==> config.mk <==
export PLATFORM = sky130hd
export DESIGN_NAME = gtlp_bus_arbiter
export DESIGN_NICKNAME = d
export VERILOG_FILES = /design/src/rtl/gtlp_arb_pkg.sv /design/src/rtl/gtlp_rr_pick.sv /design/src/rtl/gtlp_bus_arbiter.sv
export SDC_FILE = /design/constraint.sdc
export NUM_CORES = 1
export LEC_CHECK = 0
export CORE_MARGIN = 5
export CORE_UTILIZATION = 30
export CTS_CLUSTER_DIAMETER = 40
export CTS_CLUSTER_SIZE = 20
export DETAILED_ROUTE_END_ITERATION = 6
export MAX_ROUTING_LAYER = met4
export PLACE_DENSITY = 0.65
export REMOVE_ABC_BUFFERS = 1
export SYNTH_ARGS = -nofsm -noshare
export SYNTH_HDL_FRONTEND = slang
export SYNTH_SLANG_ARGS = --single-unit
export TNS_END_PERCENT = 5
==> constraint.sdc <==
create_clock -name CLK -period 3.6 [get_ports CLK]
set_input_delay 0.36 -clock CLK [delete_from_list [all_inputs] [get_ports CLK]]
set_output_delay 0.36 -clock CLK [all_outputs]
set_load 0.02 [all_outputs]
==> src/rtl/gtlp_arb_pkg.sv <==
// ---------------------------------------------------------------------------
// gtlp_arb_pkg : shared state encoding and width helpers for the GTLP arbiter
// Revision     : 1.0
// ---------------------------------------------------------------------------
`default_nettype none

package gtlp_arb_pkg;

    typedef enum logic [1:0] {
        IDLE  = 2'd0,
        DRIVE = 2'd1,
        TURN  = 2'd2
    } arb_state_e;

    function automatic int cnt_width(input int max_val);
        return $clog2(max_val) + 1;
    endfunction

    function automatic int idx_width(input int n);
        return (n > 1) ? $clog2(n) : 1;
    endfunction

endpackage

`default_nettype wire

==> src/rtl/gtlp_rr_pick.sv <==
// ---------------------------------------------------------------------------
// gtlp_rr_pick : combinational round-robin picker, search starts at ptr+1
// Revision     : 1.0
// ---------------------------------------------------------------------------
`default_nettype none

module gtlp_rr_pick
    import gtlp_arb_pkg::*;
#(
    parameter int N  = 4,
    parameter int IW = idx_width(N)
) (
    input  logic [N-1:0]  req_i,
    input  logic [IW-1:0] ptr_i,
    output logic [N-1:0]  grant_oh_o,
    output logic [IW-1:0] idx_o,
    output logic          valid_o
);

    logic [IW:0] cand;
    logic        found;

    // One extra bit so ptr+i can exceed N before the modulo fold
    always_comb begin
        grant_oh_o = '0;
        idx_o      = '0;
        found      = 1'b0;
        cand       = '0;
        for (int i = 1; i <= N; i++) begin
            cand = {1'b0, ptr_i} + (IW+1)'(i);
            if (cand >= (IW+1)'(N)) begin
                cand = cand - (IW+1)'(N);
            end
            if (!found && req_i[cand[IW-1:0]]) begin
                found                        = 1'b1;
                idx_o                        = cand[IW-1:0];
                grant_oh_o[cand[IW-1:0]]     = 1'b1;
            end
        end
        valid_o = found;
    end

endmodule

`default_nettype wire

==> src/rtl/gtlp_bus_arbiter.sv <==
// ---------------------------------------------------------------------------
// gtlp_bus_arbiter : round-robin owner sequencing for a shared tri-state pad
//                    bus with bounded bursts and high-Z turnaround
// Revision         : 1.0
// ---------------------------------------------------------------------------
`default_nettype none

module gtlp_bus_arbiter
    import gtlp_arb_pkg::*;
#(
    parameter int N_REQ     = 4,
    parameter int WIDTH     = 8,
    parameter int MAX_BURST = 16,
    parameter int TURN_CYC  = 1
) (
    input  logic                   CLK,
    input  logic                   CLR_N,
    input  logic [N_REQ-1:0]       REQ,
    input  logic [N_REQ-1:0]       LAST,
    input  logic [N_REQ*WIDTH-1:0] DIN,
    input  logic                   FORCE_Z,
    output logic [N_REQ-1:0]       GNT,
    output logic [WIDTH-1:0]       PAD_I,
    output logic                   PAD_T,
    output logic                   BUSY
);

    localparam int c_iw = idx_width(N_REQ);
    localparam int c_cw = cnt_width(MAX_BURST);
    localparam int c_tw = cnt_width(TURN_CYC);

    arb_state_e        state_q, state_d;
    logic [c_iw-1:0]   ptr_q, ptr_d;
    logic [N_REQ-1:0]  owner_oh_q, owner_oh_d;
    logic [c_cw-1:0]   cnt_q, cnt_d;
    logic [c_tw-1:0]   tcnt_q, tcnt_d;
    logic [WIDTH-1:0]  pad_i_q, pad_i_d;
    logic              pad_t_q, pad_t_d;

    logic [N_REQ-1:0]  w_pick_oh;
    logic [c_iw-1:0]   w_pick_idx;
    logic              w_pick_valid;
    logic [WIDTH-1:0]  w_din_arr [N_REQ];
    logic              w_own_req;
    logic              w_own_last;

    genvar k;
    generate
        for (k = 0; k < N_REQ; k++) begin : g_din
            assign w_din_arr[k] = DIN[k*WIDTH +: WIDTH];
        end
    endgenerate

    gtlp_rr_pick #(
        .N  (N_REQ),
        .IW (c_iw)
    ) u_pick (
        .req_i      (REQ),
        .ptr_i      (ptr_q),
        .grant_oh_o (w_pick_oh),
        .idx_o      (w_pick_idx),
        .valid_o    (w_pick_valid)
    );

    // ptr always equals the current owner's index once a grant is made
    assign w_own_req  = |(REQ & owner_oh_q);
    assign w_own_last = |(LAST & owner_oh_q);

    always_comb begin
        state_d    = state_q;
        ptr_d      = ptr_q;
        owner_oh_d = owner_oh_q;
        cnt_d      = cnt_q;
        tcnt_d     = tcnt_q;
        pad_i_d    = pad_i_q;
        pad_t_d    = 1'b1;
        case (state_q)
            IDLE: begin
                if (!FORCE_Z && w_pick_valid) begin
                    state_d    = DRIVE;
                    ptr_d      = w_pick_idx;
                    owner_oh_d = w_pick_oh;
                    cnt_d      = '0;
                end
            end
            DRIVE: begin
                if (FORCE_Z || !w_own_req) begin
                    state_d = TURN;
                    tcnt_d  = '0;
                end else begin
                    pad_i_d = w_din_arr[ptr_q];
                    pad_t_d = 1'b0;
                    cnt_d   = cnt_q + 1'b1;
                    if (w_own_last || cnt_q == c_cw'(MAX_BURST - 1)) begin
                        state_d = TURN;
                        tcnt_d  = '0;
                    end
                end
            end
            TURN: begin
                if (tcnt_q == c_tw'(TURN_CYC - 1)) begin
                    state_d = IDLE;
                end else begin
                    tcnt_d = tcnt_q + 1'b1;
                end
            end
            default: state_d = IDLE;
        endcase
    end

    always_ff @(posedge CLK or negedge CLR_N) begin
        if (!CLR_N) begin
            state_q    <= IDLE;
            ptr_q      <= c_iw'(N_REQ - 1);
            owner_oh_q <= '0;
            cnt_q      <= '0;
            tcnt_q     <= '0;
            pad_i_q    <= '0;
            pad_t_q    <= 1'b1;
        end else begin
            state_q    <= state_d;
            ptr_q      <= ptr_d;
            owner_oh_q <= owner_oh_d;
            cnt_q      <= cnt_d;
            tcnt_q     <= tcnt_d;
            pad_i_q    <= pad_i_d;
            pad_t_q    <= pad_t_d;
        end
    end

    assign GNT   = (state_q == DRIVE) ? owner_oh_q : '0;
    assign PAD_I = pad_i_q;
    assign PAD_T = pad_t_q;
    assign BUSY  = (state_q != IDLE);

endmodule

`default_nettype wire
# Yosys cells after proc, flatten, opt, wreduce, memory -nomap -nowiden
# Index checks and enable logic that the tools add are counted.
# word_totals
regBits	23
output_inout_bits	14
wordCells	120
# op_classes
add_sub_neg	10
order_cmp	13
eq_ne	7
mux	50
bitwise_logic	7
reduce_logical	26
# op_table
op	n
2-bit two-way mux	12
4-bit two-way mux	5
1-bit two-way mux	17
8-bit binary-select mux with 2-bit select	1
8-bit two-way mux	2
3-bit greater-or-equal comparator, second input constant	5
2-bit by 3-bit < comparator with 1-bit output, second input constant	4
4-bit OR	3
5-bit two-way mux	2
5-bit case mux with 2 select lines	1
4-bit AND	2
1-bit binary-select mux with 2-bit select	4
1-bit demux with 2-bit select	4
2-bit by 1-bit greater-or-equal comparator with 1-bit output, second input constant	4
1-bit logical AND	8
4-bit OR reduction	2
2-bit by 1-bit subtractor with 2-bit output, second input constant	4
2-bit by 2-bit adder with 3-bit output, second input constant	2
2-bit inequality test, second input constant	3
2-bit case mux with 3 select lines	1
2-bit AND reduction	3
3-bit AND reduction	2
2-bit nonzero test	3
5-bit by 1-bit adder with 5-bit output, second input constant	1
13 further kinds	18

# Longest topological paths before layout
# Gate-level depths: netlist of run 1.
# depth
ltp_word	18
ltp_mapped	9

# By module
# Synthesis of run 1 repeated with hierarchy kept, for this count alone.
# hier_totals
cells_unflattened	166
area_unflattened_um2	1750.4
# modules_own_cells
module	instances	cells_each	area_each_um2
gtlp_bus_arbiter	1	98	1224.9
gtlp_rr_pick	1	68	525.5

# Worst setup path after synthesis of run 1
# No wires, ideal clock.
# synth_timing
path_kind	register to register
from	register ptr_q[0]
to	register owner_oh_q[0]
setup_time_ps	126
t_arrival_ps	2331
t_required_ps	3474
setup_slack_ps	1143
path_stages_with_launch	10
path_buffers	2
synth_period_minus_slack_ps	2457
cell_sequence	dfstp_2 buf_4 inv_1 ha_1 buf_6 mux2_4 mux2_4 a211oi_2 nor3_1 a221o_1
# synth_via
elab_chain_cells	17
elab_cells_between_ends	63
# synth_lines
item	line_no	rtl
from (decl)	gtlp_bus_arbiter.sv:33	logic [c_iw-1:0] ptr_q, ptr_d;
from (signal assigned)	gtlp_bus_arbiter.sv:114	ptr_q <= c_iw'(N_REQ - 1);
from (signal assigned)	gtlp_bus_arbiter.sv:122	ptr_q <= ptr_d;
branches (longest 17 deep; another with 2-bit by 1-bit adder with 3-bit output)	n/a	
to (signal assigned)	gtlp_bus_arbiter.sv:123	owner_oh_q <= owner_oh_d;
to (decl)	gtlp_bus_arbiter.sv:34	logic [N_REQ-1:0] owner_oh_q, owner_oh_d;
# Parallel ways; which one is timed is not known. The select of a mux whose other input is x is not followed.
# A chain may end at the register's enable or synchronous reset.

# Final worst setup path of run 1
# Same ends and word-level chain as after synthesis.

==> flow_summary.yaml, run 1 <==
worst_setup_path:
  path_buf_inv: 1
  reg2reg_slack_ns: 0.97
  r2r-end: "owner_oh_q[0]$_DFFE_PN0P_"
  cp_slowest_stage_delay_ns: 0.55
  r2r_start: "ptr_q[0]$_DFFE_PN1P_"
  startpoint_type: "flop"
  required_ns: 3.74
  path_cells: "inv_1, ha_1, mux2i_1, o22ai_1, a211oi_2, nor3_1, a221o_1"
  critPathTopFamily: "compound AO/OA/AOI/OAI gates"
  r2r_cells: 7
  crit_fanout: 9
  worstSetupPathType: "flop to flop"
  crit_arrival_ns: 2.78
  endpoint_kind: "flop"
  cp_slowest_cell: "ha_1"
timing:
  max_slew_margin_pct: 35.62
  setup_viol: 0
  fin_worst_skew_ns: 0.003203
  period_minus_slack_ns: 2.633
  setup_tns_ns: 0
  worstMarginPinSlew_ns: 0.9628
  worst_slack_ns: 0.9671
  hold_ws_ns: 0.5071
  min_period_over_period_pct: 73.14
  hold_viol_final: 0
  rsz0062_at_grt: "false"
  slew_viol_final: 0
  max_freq_ghz: 0.3798
synth:
  ys_types: 44
  synthCells: 164
  yosysSeqAreaShare_pct: 30.85
  synth-edff-count: 0
  synth_area_per_cell_um2: 10.96
  synth_top_area_share_pct: 26.46
  synth_area_leaders: "dfrtp_1 26%, mux4_2 10%, ha_1 7.0%, mux2_2 5.6%, dfstp_2 4.4%"
  synth_top_area_cell: "dfrtp_1"
  synth_area_um2: 1797
  ys.flop_type: "dfrtp_1"
  synthArstFlopShare_pct: 100.0
  synth_seq_cells: 22
  synth_warnings: 0
pwr:
  p_clk_share_pct: 9.9
  vdd_drop_max_v: 0.0003636
  power_leakage_nw: 0.9837
  power_density_nw_per_um2: 718.6
  p_int_w: 0.001015
  fin_total_pwr_w: 0.001762
  combPwrFrac_pct: 66.5
  switching_power_w: 0.0007471
  pwr-share-seq_pct: 23.6
  switching_share_pct: 42.40
global_routing:
  grt_pass1_wl_mm: 7.293
  grt_overflow: 0
  first_global_vias: 1502
  grt_usage_pct: 12.21
  grt_max_degree: 30
  antenna_found_initial: 0
drt:
  drc: 0
  drtIter0Drc: 83
  ant_nets: 0
  first_pass_iters: 4
  routed_wl_mm: 4.482
  via_per_inst: 5.123
  wire_per_inst_um: 15.30
  via_count: 1501
hold_path:
  hold_depth: 2
  hold_path_startpoint: "cnt_q[4]$_DFFE_PN0P_"
  hp-class: "flop to flop"
  holdPathEnd: "cnt_q[4]$_DFFE_PN0P_"
die:
  dieArea_um2: 7637
  die_w_um: 87.39
  die_h_um: 87.39
  rows: 28
  core_area_um2: 5886
  ios: 57
  start_util_pct: 30.53
cts:
  cts_resized: 0
  cts_hold_buffers: 0
  clockBufferDepth: 2
  cts_tree: "yes"
  cts.reportedPaths.clkPinSlew_ns: 0.08
  cts_root_buf: "clkbuf_8"
  postCtsSetupBuffers: 0
  clock_latency_ns: 0.26
  clock_sinks: 22
  htreeDepth: 1
  cts_buffers: 3
placed_design:
  placedCellCount: 289
  post-place-ws_ns: 0.8378
  gp_congestion: 0.8476
  portBuffers: 56
  dp_hpwl_mm: 3.434
finish:
  diodes: 0
  drive_gt1_share_pct: 21.10
  regArea_um2: 554.3
  syn2layout_area_growth_pct: 36.49
  mostFrequentLayoutCells: "56 x clkdlybuf4s50_1, 19 x dfrtp_1, 10 x nor2_1, 10 x nand2_1, 10 x ha_1"
  multi_input_area_um2: 1121
  final_cells: 293
  fin_nets: 272
  layout_commonest_cell: "clkdlybuf4s50_1"
  fill_cells: 577
run_status:
  outcome: "finished, final reports clean"
run:
  cap_violations: 0
==> how the worst max path moves through the flow <==
stage                     slack (ns)                        end  cells past startpoint            startpoint
after floorplan                 0.75  owner_oh_q[0]$_DFFE_PN0P_                      7  ptr_q[0]$_DFFE_PN1P_
after global placement          0.88       cnt_q[3]$_DFFE_PN0P_                      7                REQ[3]
after detailed placement        0.84       cnt_q[3]$_DFFE_PN0P_                      7                REQ[3]
after CTS                       1.01  owner_oh_q[0]$_DFFE_PN0P_                      7  ptr_q[0]$_DFFE_PN1P_
after global routing            0.85  owner_oh_q[0]$_DFFE_PN0P_                      7  ptr_q[0]$_DFFE_PN1P_
final                           0.97  owner_oh_q[0]$_DFFE_PN0P_                      7  ptr_q[0]$_DFFE_PN1P_
==> cell type report <==
class / instances / share of cell area, %
multi-input combinational: 124 / 45.71
sequential: 22 / 22.60
inverter: 6 / 0.9184
timing repair buffer: 62 / 24.69
clock buffer: 4 / 2.245
tap: 75 / 3.827
==> worst register-to-register path, delay by kind of cell, from the launching register on <==
kind	cells	cell delay, ns
flops	1	0.54
buf+inv	1	0.15
mux	1	0.49
simple gates	1	0.07
compound gates	3	0.71
fa+ha+maj	1	0.56
==> power by group through the flow <==
stage / Combinational, W / Sequential (W) / Clock [W]
after floorplan: 0.000677 / 0.000533 / 0
after detailed placement: 0.00117 / 0.000422 / 0
after global routing: 0.00128 / 0.000432 / 0.000194
after CTS: 0.00118 / 0.000417 / 0.000182
after global placement: 0.00117 / 0.000424 / 0
final: 0.00117 / 0.000417 / 0.000174
==> kinds of logic (layout without fill, tap and decap cells) <==
logic type / Yosys count / after routing / share of synthesized area [%]
AND/OR/NAND/NOR: 48 / 48 / 14.97
AO/OA/AOI/OAI: 39 / 39 / 18.52
multiplexers: 25 / 25 / 20.96
flip-flops: 22 / 22 / 30.85
buffers and inverters: 18 / 72 / 6.755
adder cells (fa/ha/maj): 10 / 10 / 6.964
XOR/XNOR: 2 / 2 / 0.9751
==> state kept, by name, indices dropped and copies added (netlist names) <==
| name | cells |
|---|---|
| PAD_T | 1 |
| cnt_q | 5 |
| PAD_I | 8 |
| state_q | 2 |
| owner_oh_q | 4 |
| ptr_q | 2 |
==> through the flow <==
| stage | area [um^2] | utilization, % |
|---|---|---|
| 3_5_place_dp | 2397 | 40.73 |
| 6_report | 2452 | 41.67 |
| 4_1_cts | 2452 | 41.67 |
| 5_1_grt | 2452 | 41.67 |
| 2_1_floorplan | 1698 | - |
| 3_3_place_gp | 2397 | 40.73 |
==> per-layer routing <==
layer	share of wire [%]	vias up	GRT usage [%]
met4	0.29	0	2.232
met5	0	-	-
met1	46	714	16.99
li1	-	733	-
met2	45	52	18.97
met3	8.1	2	1.892
==> cell usage after synthesis (all sizes together) (2+ instances only) <==
master and number:
nor2 10, clkbuf 3, xnor2 2, nor3 5, nand2 10, nand3 5, o21ai 3, buf 9
a221oi 2, dfrtp 19, o41ai 2, dfstp 3, inv 6, mux2 12, o22ai 9, a21oi 4
a211oi 5, a221o 4, mux2i 5, ha 10, or2b 4, and2 7, a31oi 3, mux4 8
a22oi 2
(Power assumes the default switching activity.)
==> inputs of run 2 (changes only) <==
--- a/config.mk
+++ b/config.mk
@@ -11,7 +11,7 @@
 export CTS_CLUSTER_SIZE = 20
 export DETAILED_ROUTE_END_ITERATION = 6
 export MAX_ROUTING_LAYER = met4
-export PLACE_DENSITY = 0.65
+export PLACE_DENSITY = 0.67
 export REMOVE_ABC_BUFFERS = 1
 export SYNTH_ARGS = -nofsm -noshare
 export SYNTH_HDL_FRONTEND = slang
==> constraint.sdc (replaced) <==
create_clock -name CLK -period 2.3 [get_ports CLK]
set_input_delay 0.23 -clock CLK [delete_from_list [all_inputs] [get_ports CLK]]
set_output_delay 0.23 -clock CLK [all_outputs]
set_load 0.02 [all_outputs]
==> flow_summary.yaml, run 2 (same netlist as run 1, synthesis figures left out) <==
timing:
  max_freq_ghz: 0.4589
  hold_viol_final: 0
  max_slew_margin_pct: 65.29
  min_period_over_period_pct: 94.75
  setup_viol: 0
  fin_worst_skew_ns: 0.007291
  setup_tns_ns: 0
  hold_ws_ns: 0.3017
  worstMarginPinSlew_ns: 0.5190
  period_minus_slack_ns: 2.179
  slew_viol_final: 0
  rsz0062_at_grt: "false"
global_routing:
  antenna_found_initial: 0
  grt_max_degree: 30
  first_global_vias: 1649
  grt_overflow: 0
  grt_pass1_wl_mm: 7.555
  grt_usage_pct: 12.74
finish:
  layout_commonest_cell: "clkdlybuf4s50_1"
  drive_gt1_share_pct: 25.65
  diodes: 0
  syn2layout_area_growth_pct: 43.31
  final_util_pct: 43.75
  largest_reg_flops: 8
  mostFrequentLayoutCells: "56 x clkdlybuf4s50_1, 19 x dfrtp_1, 17 x buf_4"
  fin_nets: 284
cts:
  cts_hold_buffers: 0
  clock_latency_ns: 0.27
  cts_tree: "yes"
  cts_root_buf: "clkbuf_8"
  cts_buffers: 3
  clockBufferDepth: 2
  clock_sinks: 22
  htreeDepth: 1
  cts.reportedPaths.clkPinSlew_ns: 0.08
die:
  start_util_pct: 30.53
  core_area_um2: 5886
  dieArea_um2: 7637
  die_w_um: 87.39
  ios: 57
  die_h_um: 87.39
  rows: 28
run_status:
  outcome: "finished, final reports clean"
drt:
  drc: 0
  wire_per_inst_um: 15.46
  first_pass_iters: 5
  ant_nets: 0
  via_per_inst: 5.138
  drtIter0Drc: 58
  via_count: 1567
  routed_wl_mm: 4.715
worst_setup_path:
  crit_fanout: 5
  cp_slowest_cell: "dfstp_2"
  endpoint_kind: "flop"
  startpoint_type: "flop"
  cp_slowest_stage_delay_ns: 0.54
  path_cells: "inv_1, ha_4, mux2_4, mux2_4, a211oi_2, nor3_1, a221o_1"
  path_common_cell: "mux2_4"
  required_ns: 2.45
  worstSetupPathType: "flop to flop"
  crit_arrival_ns: 2.33
placed_design:
  portBuffers: 56
  dp_hpwl_mm: 3.634
  gp_congestion: 0.8771
pwr:
  power_leakage_nw: 1.051
  vdd_drop_max_v: 0.0005143
  power_density_nw_per_um2: 1157
  fin_total_pwr_w: 0.002979
hold_path:
  hp-class: "primary input to async pin"
run:
  cap_violations: 0
## run 2: cell count changes in the layout (fill, tap and decap cells not counted)
cell and change:
clkbuf_8 -1, buf_4 +11, bufinv_16 +1, ha_1 -1
buf_6 +1, ha_4 +1
## run 2: path summary, 6_finish.rpt
path	startpoint	endpoint	slack (ns)	cells past startpoint
worst min-delay path	CLR_N	state_q[1]$_DFFE_PN0P_	0.30	1
worst max-delay path	ptr_q[0]$_DFFE_PN1P_	owner_oh_q[2]$_DFFE_PN0P_	0.12	7
worst min register to register	PAD_I[5]$_DFFE_PN0P_	PAD_I[5]$_DFFE_PN0P_	0.51	1
max in group asynchronous	CLR_N	PAD_I[1]$_DFFE_PN0P_	1.45	2
min in group CLK	PAD_I[5]$_DFFE_PN0P_	PAD_I[5]$_DFFE_PN0P_	0.51	1
worst max register to register	ptr_q[0]$_DFFE_PN1P_	owner_oh_q[2]$_DFFE_PN0P_	0.12	7
## run 2: per-stage QoR
step | worst slack (ns) | cells | area, um^2
global route | 0.04234 | 305 | 2575
finish | 0.1207 | 305 | 2575
global placement | 0.1064 | 301 | 2487
floorplan | -0.5522 | 152 | 1698
detailed placement | 0.06942 | 301 | 2487
CTS | 0.04229 | 305 | 2559
## run 2: power breakdown
part	leakage (nW)	switching [W]	internal (W)
Sequential	0.274	0.000102	0.000550
Combinational	0.741	0.000974	0.000992
Clock	0.0357	0.000128	0.000233
Total	1.05	0.00120	0.00177
## run 2: worst max-delay path, delay by kind of cell (launching register included)
kind	cells	cell delay, ns
AOI/OAI and AO/OA	2	0.42
adders and majority gates	1	0.32
buffers and inverters	1	0.08
DFF	1	0.54
muxes	2	0.63
and+or+nand+nor	1	0.07
## run 2: final cells by class
type	count	area [um^2]
fill	559	3311
inverter	6	22.52
timing repair buffer	74	699.4
sequential	22	554.3
multi-input combinational	124	1134
tap	75	93.84
clock inverter	1	30.03
clock buffer	3	41.29
## run 2: routing by layer
metal	track usage, %	wire length [um]
met1	15.65	2089
met2	21.51	2253
met3	2.271	311
met4	3.347	60
met5	-	0
## run 2: repair_timing
item,in CTS,in global routing
setup endpoints to repair,0,4
gates resized for setup,0,3
buffers inserted,0,0
